### src/rtl/debug_stream_if.sv
// Signal bundle between the UART/datapath environment (master) and debug_stream_unit (slave).
// DATA_W sets the width of the datapath debug bus carried by the bundle.
interface debug_stream_if #(
    parameter int DATA_W = 1376
);
    logic              rx_done_tick;
    logic [7:0]        rx_bus;
    logic              tx_done_tick;
    logic [DATA_W-1:0] DataPath_bus;
    logic              halt;
    logic              Datapath_clk_en;
    logic              Datapath_reset;
    logic              tx_start;
    logic [7:0]        tx_bus;
    logic              busy;

    modport master (
        output rx_done_tick,
        output rx_bus,
        output tx_done_tick,
        output DataPath_bus,
        output halt,
        input  Datapath_clk_en,
        input  Datapath_reset,
        input  tx_start,
        input  tx_bus,
        input  busy
    );

    modport slave (
        input  rx_done_tick,
        input  rx_bus,
        input  tx_done_tick,
        input  DataPath_bus,
        input  halt,
        output Datapath_clk_en,
        output Datapath_reset,
        output tx_start,
        output tx_bus,
        output busy
    );
endinterface

### src/rtl/debug_stream_unit.sv
// UART debug controller: decodes host commands (reset / step / continue) and streams a datapath
// snapshot LSB-first. Define DEBUG_CYCLE_COUNT_EN to append a 32-bit executed-cycle counter.
module debug_stream_unit #(
    parameter int         DATA_W     = 1376,
    parameter logic [7:0] CMD_STEP   = 8'h73,
    parameter logic [7:0] CMD_CONT   = 8'h63,
    parameter logic [7:0] CMD_RST    = 8'h72,
    parameter int         RST_CYCLES = 4
) (
    input  logic          clk,
    input  logic          reset,
    debug_stream_if.slave dbg
);

`ifdef DEBUG_CYCLE_COUNT_EN
    localparam int NBYTES = DATA_W / 8 + 4;
`else
    localparam int NBYTES = DATA_W / 8;
`endif
    localparam int SH_W  = NBYTES * 8;
    localparam int CNT_W = $clog2(NBYTES + 1);
    localparam int RC_W  = (RST_CYCLES > 1) ? $clog2(RST_CYCLES) : 1;

    typedef enum logic [2:0] {
        ST_IDLE,
        ST_RSTP,
        ST_STEP,
        ST_RUN,
        ST_LOAD,
        ST_SEND,
        ST_WAIT
    } state_t;

    state_t            state_q, state_d;
    logic [RC_W-1:0]   rst_cnt_q, rst_cnt_d;
    logic [CNT_W-1:0]  byte_cnt_q, byte_cnt_d;
    logic [SH_W-1:0]   shift_q, shift_d;
    logic              dp_reset_q, dp_reset_d;

    logic [SH_W-1:0]   shift_dn;
    logic [SH_W-1:0]   load_word;
    logic              clk_en;
    logic              cmd_valid;

    assign cmd_valid = (state_q == ST_IDLE) && dbg.rx_done_tick;

    // Byte-lane shifter: each lane takes the next-higher byte, the top lane drains to zero.
    genvar gi;
    generate
        for (gi = 0; gi < NBYTES; gi++) begin : g_lane
            if (gi == NBYTES - 1) begin : g_top
                assign shift_dn[gi*8 +: 8] = 8'h00;
            end else begin : g_mid
                assign shift_dn[gi*8 +: 8] = shift_q[(gi+1)*8 +: 8];
            end
        end
    endgenerate

    // The RUN gate is combinational on halt so the halting cycle itself never clocks the datapath.
    always_comb begin
        clk_en = 1'b0;
        if (state_q == ST_STEP) begin
            clk_en = 1'b1;
        end else if (state_q == ST_RUN) begin
            clk_en = ~dbg.halt;
        end
    end

`ifdef DEBUG_CYCLE_COUNT_EN
    logic [31:0] cyc_cnt_q, cyc_cnt_d;

    always_comb begin
        cyc_cnt_d = cyc_cnt_q;
        if (cmd_valid && (dbg.rx_bus == CMD_RST)) begin
            cyc_cnt_d = '0;
        end else if (clk_en) begin
            cyc_cnt_d = cyc_cnt_q + 32'd1;
        end
    end

    always_ff @(posedge clk) begin
        if (reset) begin
            cyc_cnt_q <= '0;
        end else begin
            cyc_cnt_q <= cyc_cnt_d;
        end
    end

    assign load_word = {cyc_cnt_q, dbg.DataPath_bus};
`else
    assign load_word = dbg.DataPath_bus;
`endif

    always_comb begin
        state_d    = state_q;
        rst_cnt_d  = rst_cnt_q;
        byte_cnt_d = byte_cnt_q;
        shift_d    = shift_q;

        case (state_q)
            ST_IDLE: begin
                if (cmd_valid) begin
                    if (dbg.rx_bus == CMD_RST) begin
                        state_d   = ST_RSTP;
                        rst_cnt_d = RC_W'(RST_CYCLES - 1);
                    end else if (dbg.rx_bus == CMD_STEP) begin
                        state_d = ST_STEP;
                    end else if (dbg.rx_bus == CMD_CONT) begin
                        state_d = ST_RUN;
                    end
                end
            end
            ST_RSTP: begin
                if (rst_cnt_q == '0) begin
                    state_d = ST_IDLE;
                end else begin
                    rst_cnt_d = rst_cnt_q - 1'b1;
                end
            end
            ST_STEP: begin
                state_d = ST_LOAD;
            end
            ST_RUN: begin
                if (dbg.halt) begin
                    state_d = ST_LOAD;
                end
            end
            ST_LOAD: begin
                shift_d    = load_word;
                byte_cnt_d = CNT_W'(NBYTES);
                state_d    = ST_SEND;
            end
            ST_SEND: begin
                state_d = ST_WAIT;
            end
            ST_WAIT: begin
                if (dbg.tx_done_tick) begin
                    shift_d    = shift_dn;
                    byte_cnt_d = byte_cnt_q - 1'b1;
                    state_d    = (byte_cnt_q == CNT_W'(1)) ? ST_IDLE : ST_SEND;
                end
            end
            default: begin
                state_d = ST_IDLE;
            end
        endcase

        // Registered so the pulse lines up exactly with the RSTP residency.
        dp_reset_d = (state_d == ST_RSTP);
    end

    always_ff @(posedge clk) begin
        if (reset) begin
            state_q    <= ST_IDLE;
            rst_cnt_q  <= '0;
            byte_cnt_q <= '0;
            shift_q    <= '0;
            dp_reset_q <= 1'b1;
        end else begin
            state_q    <= state_d;
            rst_cnt_q  <= rst_cnt_d;
            byte_cnt_q <= byte_cnt_d;
            shift_q    <= shift_d;
            dp_reset_q <= dp_reset_d;
        end
    end

    assign dbg.Datapath_clk_en = clk_en;
    assign dbg.Datapath_reset  = dp_reset_q;
    assign dbg.tx_start        = (state_q == ST_SEND);
    assign dbg.tx_bus          = shift_q[7:0];
    assign dbg.busy            = (state_q != ST_IDLE);

endmodule

### src/flat_wrapper.sv
// flat-port wrapper written by rule: the top's interface ports become plain ports
module debug_stream_unit_flat 
#(
    parameter int         DATA_W     = 1376,
    parameter logic [7:0] CMD_STEP   = 8'h73,
    parameter logic [7:0] CMD_CONT   = 8'h63,
    parameter logic [7:0] CMD_RST    = 8'h72,
    parameter int         RST_CYCLES = 4
)
  (clk, reset, dbg_rx_done_tick, dbg_rx_bus, dbg_tx_done_tick, dbg_DataPath_bus, dbg_halt, dbg_Datapath_clk_en, dbg_Datapath_reset, dbg_tx_start, dbg_tx_bus, dbg_busy);
  debug_stream_if #(.DATA_W(DATA_W)) dbg_i ();
  input  logic clk;
  input  logic reset;
  input wire logic [$bits(dbg_i.rx_done_tick)-1:0] dbg_rx_done_tick;
  input wire logic [$bits(dbg_i.rx_bus)-1:0] dbg_rx_bus;
  input wire logic [$bits(dbg_i.tx_done_tick)-1:0] dbg_tx_done_tick;
  input wire logic [$bits(dbg_i.DataPath_bus)-1:0] dbg_DataPath_bus;
  input wire logic [$bits(dbg_i.halt)-1:0] dbg_halt;
  output wire logic [$bits(dbg_i.Datapath_clk_en)-1:0] dbg_Datapath_clk_en;
  output wire logic [$bits(dbg_i.Datapath_reset)-1:0] dbg_Datapath_reset;
  output wire logic [$bits(dbg_i.tx_start)-1:0] dbg_tx_start;
  output wire logic [$bits(dbg_i.tx_bus)-1:0] dbg_tx_bus;
  output wire logic [$bits(dbg_i.busy)-1:0] dbg_busy;
  assign dbg_i.rx_done_tick = dbg_rx_done_tick;
  assign dbg_i.rx_bus = dbg_rx_bus;
  assign dbg_i.tx_done_tick = dbg_tx_done_tick;
  assign dbg_i.DataPath_bus = dbg_DataPath_bus;
  assign dbg_i.halt = dbg_halt;
  assign dbg_Datapath_clk_en = dbg_i.Datapath_clk_en;
  assign dbg_Datapath_reset = dbg_i.Datapath_reset;
  assign dbg_tx_start = dbg_i.tx_start;
  assign dbg_tx_bus = dbg_i.tx_bus;
  assign dbg_busy = dbg_i.busy;
  debug_stream_unit #(.DATA_W(DATA_W), .CMD_STEP(CMD_STEP), .CMD_CONT(CMD_CONT), .CMD_RST(CMD_RST), .RST_CYCLES(RST_CYCLES)) u_core (.clk(clk), .reset(reset), .dbg(dbg_i));
endmodule
### config.mk
export PLATFORM = sky130hd
export DESIGN_NAME = debug_stream_unit_flat
export DESIGN_NICKNAME = d
export VERILOG_FILES = /design/src/rtl/debug_stream_if.sv /design/src/rtl/debug_stream_unit.sv /design/src/flat_wrapper.sv
export SDC_FILE = /design/constraint.sdc
export NUM_CORES = 2
export LEC_CHECK = 0
export CELL_PAD_IN_SITES_DETAIL_PLACEMENT = 0
export CELL_PAD_IN_SITES_GLOBAL_PLACEMENT = 1
export CORE_AREA = 2 2 552 554
export DETAILED_ROUTE_END_ITERATION = 7
export DIE_AREA = 0 0 554 556
export GPL_TIMING_DRIVEN = 0
export PLACE_DENSITY_LB_ADDON = 0.15
export SKIP_LAST_GASP = 1
export SYNTH_ARGS = -nofsm -noshare
export SYNTH_HDL_FRONTEND = slang
export SYNTH_SLANG_ARGS = --single-unit
### constraint.sdc
create_clock -name clk -period 2.14 [get_ports clk]
set_input_delay 0.428 -clock clk [delete_from_list [all_inputs] [get_ports clk]]
set_output_delay 0.428 -clock clk [all_outputs]
set_load 0.01 [all_outputs]
; Word level (Yosys, flattened, before mapping)
; Cells that the tools add are included.
[totals]
reg_bits = 1390
latchBits = 0
mem_bits_rw = 0
romBits = 0
inputBits = 1389
out_inout_bits = 12
n_memories = 0
[classes]
n_addsub = 2
multipliers = 0
n_div = 0
order_cmp = 0
eq_ne = 15
n_shift = 0
muxes = 19
n_bitwise = 1
reduce_logical = 8
[op_table]
columns = op, n
row1 = case mux 1376 bit (2 select lines), 1
row2 = two-way mux 1376 bit, 1
row3 = equality test 8 x 7 -> 1 bit (second input constant), 3
row4 = two-way mux 3 bit, 8
row5 = case mux 3 bit (7 select lines), 1
row6 = case mux 8 bit (2 select lines), 1
row7 = equality test 3 bit (second input constant), 3
row8 = equality test 8 x 1 -> 1 bit (second input constant), 1
row9 = two-way mux 8 bit, 1
row10 = subtractor 8 x 1 -> 8 bit (second input constant), 1
row11 = equality test 3 x 1 -> 1 bit (second input constant), 2
row12 = equality test 3 x 2 -> 1 bit (second input constant), 2
row13 = two-way mux 2 bit, 3
row14 = inequality test 2 bit (second input constant), 3
row15 = case mux 2 bit (2 select lines), 1
row16 = AND reduction 4 bit, 1
row17 = nonzero test 2 bit, 2
row18 = logical NOT 3 bit, 1
row19 = nonzero test 3 bit, 1
row20 = logical NOT 2 bit, 1
row21 = two-way mux 1 bit, 2
row22 = inequality test 2 x 1 -> 1 bit (second input constant), 1
row23 = AND reduction 2 bit, 1
row24 = subtractor 2 x 1 -> 2 bit (second input constant), 1
row25 = 2 further kinds, 2

; Logic depth before layout (Yosys ltp)
[logic_depth]
depth_word = 7
depth_mapped = 9

; Worst setup path before layout
; OpenSTA, ideal clock, no wires.
[synth_timing]
kind = input-to-reg
startpoint = input port dbg_tx_done_tick
endpoint = register u_core.shift_q[728]
t_arrival_ns = 1.621
t_required_ns = 2.049
setup_slack_ns = 0.428
path_stages = 8
n_path_buf = 5
cell_sequence = nand2b_1 -> buf_2 -> and2_1 -> buf_6 -> buf_6 -> buf_2 -> clkbuf_1 -> a311oi_1
[synth_via]
elab_chain_len = 2
[synth_lines]
columns = item, line
row1 = "start, declared", flat_wrapper.sv:16  ; input wire logic [$bits(dbg_i.tx_done_tick)-1:0] dbg_tx_done_tick;
row2 = inequality test 2 bit (no line), n/a
row3 = AND reduction 2 bit (no line), n/a
row4 = "end signal, assigned", debug_stream_unit.sv:163  ; shift_q <= shift_d;
row5 = "end, declared", debug_stream_unit.sv:37  ; logic [SH_W-1:0] shift_q, shift_d;
; No other way between the ends.
; A chain may end at the register's enable or synchronous reset.

; Final worst setup path
[layout_timing]
startpoint = register u_core.state_q[2]
endpoint = output port dbg_busy
[layout_via]
elab_chain_len = 1
[layout_lines]
columns = item, line
row1 = "start, declared", debug_stream_unit.sv:34  ; state_t state_q, state_d;
row2 = "start signal, assigned", debug_stream_unit.sv:160  ; state_q <= state_d;
row3 = nonzero test 3 bit, debug_stream_unit.sv:172  ; assign dbg.busy = (state_q != ST_IDLE);
row4 = "end, declared", flat_wrapper.sv:23  ; output wire logic [$bits(dbg_i.busy)-1:0] dbg_busy;
; No other way between the ends.

==> metrics.txt <==
status=complete, but fails checks; failing checks=negative setup slack; detailed-placement wirelength estimate=273000 um; Internal=47.1 mW; hold buffers post-CTS=0; number of global-route vias before repair=64100; Row Count=202; die extent in y=556 um; Synthesized Nets=9130; Layout area overhead=45.6%; Min-Delay Path Class=in -> reg; Hold Path Depth=3; most common library cells after synthesis=nand2_1 (2741), dfxtp_1 (1390), nor2_1 (1383), a311oi_1 (1369), clkbuf_1 (407); PwrDens=710 nW/um^2; Period Utilization, post-route=105%; H-tree Lvls=4; final setup violating endpoints=1; slowest CP cell=or3_4; Final ANT Viol Nets=0; ys async rst share=0%; syn_area_per_cell=7.76 um^2; Filler cells=32500; Num Clock Sinks=1390; CTS tree=built; post-synthesis sequential area ratio=46.4%; Final Max Tran Viols=0; highest metal layer with signal wires=met5; # nets final=10700; Worst EP arrival=1.81 ns; Worst Reg-to-Reg Cells=7; clock power share=50.4%; GP Congestion=0.893; total number of vias=63900; RSZ-0062 raised after global routing=true; die area=308000 um^2; Initial DRC Count=4349; Comb pwr share=7.6%; Max-slew headroom=19.1%; Initial Util=19.9%; Hold Slack=0.159 ns; FF+latch count, synth=1390; Die Width=554 um; Pre-Repair DR Iteration Count=6; top cell type's share of synthesized area=46.4%; CTS Buf Count=178; Critical Setup Path Class=reg -> out; Final Core Density=28.9%; clk slew on worst S/H paths=0.06 ns; layout cells sized above 1=10.8%; Final Skew=0.0411 ns; most common cell in the netlist=nand2_1; wire length on met2=159000 um; drt wl/cell=25.2 um; f_max=446 MHz; number of synthesized flops with an enable pin=0; Cell variety after synth=37; Via density=4.71; fin crit period=2.24 ns; M1 wire length=145000 um; core area=302000 um^2; Skew-Pair Late Insertion Delay=0.85 ns; Fin. Hold Viols=0; CP peak stage delay=0.37 ns; PnR worst setup slack=-0.103 ns; critical path required time=1.71 ns; first-pass GRT wire length=470000 um; CP startpoint kind=register; CP max FO=5; post-synthesis instance total=7738; Seq pwr share=41.9%; area leader, netlist=dfxtp_1; Congestion Overflow GR=0; Leak=30.5 nW; Worst setup EP type=output port; largest net degree at the start of global routing=20; GR Util All Layers=20.9%; synth top area cells=dfxtp_1 (46%), a311oi_1 (20%), nand2_1 (17%), nor2_1 (8.7%), clkbuf_1 (2.5%); I/O pin count=1401; DRT Wirelength=341000 um; initial antenna violation count=259; Switch Pwr=14.9 mW; max cap viols=0; sw frac=24.0%; Worst VDD drop=0.000529 V; Mapped Area=60000 um^2; Top FF cell, synth=dfxtp_1; CTS max path bufs=4; met3 wire length=25500 um; YS warnings=0; Slew @ Worst Pin=1.21 ns; critical path cell sequence=buf_8 -> or3_4 -> buf_6; CTS Root Cell=clkbuf_16; DRC=0; count of input and output buffers=1399
==> timing repair <==
| item | in CTS | in global routing |
|---|---|---|
| cloned | 2 | 9 |
| resized for setup | 406 | 438 |
| setup buffers | 9 | 7 |
| pin swaps | 1 | 8 |
| endpoints found under the setup margin | 1373 | 1280 |
==> kinds of logic after synthesis <==
kind of cell    Yosys count  share of synthesized area (%)
fa+ha+maj                 3                         0.0626
xor+xnor                  4                         0.0584
buf+inv                 782                           6.98
simple gates           4160                           26.2
flops                  1390                           46.4
compound gates         1399                           20.3
==> flip-flops by register name, indices dropped and copies added, names as in the netlist <==
register,count
u_core.dbg.Datapath_reset,1
u_core.state_q,3
u_core.byte_cnt_q,8
u_core.shift_q,1376
u_core.rst_cnt_q,2
==> path summary, 6_finish.rpt <==
| path | start | to | slack (ns) |
|---|---|---|---|
| max | u_core.state_q[2] | dbg_busy | -0.10 |
| min | dbg_DataPath_bus[790] | u_core.shift_q[790] | 0.16 |
| max reg2reg | u_core.state_q[0] | u_core.shift_q[709] | 0.09 |
| min reg2reg | u_core.shift_q[810] | u_core.shift_q[802] | 0.45 |
==> per-stage QoR <==
stage	power, mW	instance area, um^2	TNS, ns	setup slack (ns)	std cells
floorplan	27.6	60000	0	0.428	7738
global placement	31.3	79000	-1626.09	-2.15	13100
detailed placement	31.3	79000	-1051.99	-1.26	13100
CTS	62.9	85800	-3.12	-0.239	13400
global route	64.0	87200	-0.697	-0.180	13500
finish	62.0	87400	-0.103	-0.103	13600
==> power by group through the flow <==
| stage | Sequential, mW | Clock (mW) | Combinational (mW) |
|---|---|---|---|
| floorplan | 26.5 | 0 | 1.02 |
| CTS | 26.0 | 32.1 | 4.77 |
| global route | 26.0 | 33.0 | 5.02 |
| detailed placement | 26.6 | 0 | 4.72 |
| global placement | 26.6 | 0 | 4.75 |
| finish | 26.0 | 31.3 | 4.74 |
==> cells in the final DEF, fill, tap and decap left out, types with 5 or more instances in the layout <==
cell type	Yosys	routed
a21oi_1	11	10
a22oi_1	8	8
a311oi_1	1369	1294
a311oi_2	0	75
buf_12	0	18
buf_16	0	8
buf_2	225	166
buf_4	29	91
buf_6	115	139
buf_8	0	10
bufinv_16	0	14
clkbuf_1	407	193
clkbuf_16	0	189
clkbuf_2	0	132
clkbuf_4	0	76
clkbuf_8	0	42
clkdlybuf4s50_1	0	1387
clkinv_2	0	29
clkinvlp_4	0	5
dfxtp_1	1390	1387
diode_2	0	110
inv_1	5	5
nand2_1	2741	2739
nand2b_1	5	5
nor2_1	1383	1383
==> per-layer routing <==
layer | GRT usage, % | vias up
met1 | 25.9 | 30600
met2 | 34.0 | 2134
met5 | 0 | -
met3 | 6.17 | 602
li1 | - | 30400
met4 | 8.13 | 156
==> worst max-delay path: cells and delay by family, from the launching register on <==
kind          cells  cell delay, ns
buf+inv           2            0.27
flops             1            0.34
simple gates      1            0.37
==> area by class of cell <==
| class | instances | area, um^2 | area share (%) |
|---|---|---|---|
| clock inverters | 56 | 731 | 0.836 |
| repair buffers | 1427 | 14500 | 16.6 |
| flip-flops and latches | 1390 | 27800 | 31.9 |
| inverters | 5 | 18.8 | 0.0215 |
| clock buffers | 260 | 5220 | 5.97 |
| well taps | 3978 | 4980 | 5.70 |
| multi-input cells | 5566 | 28500 | 32.6 |
| diodes | 110 | 275 | 0.315 |
| plain buffers | 771 | 5370 | 6.15 |
Power figures use the tool's default switching activity.
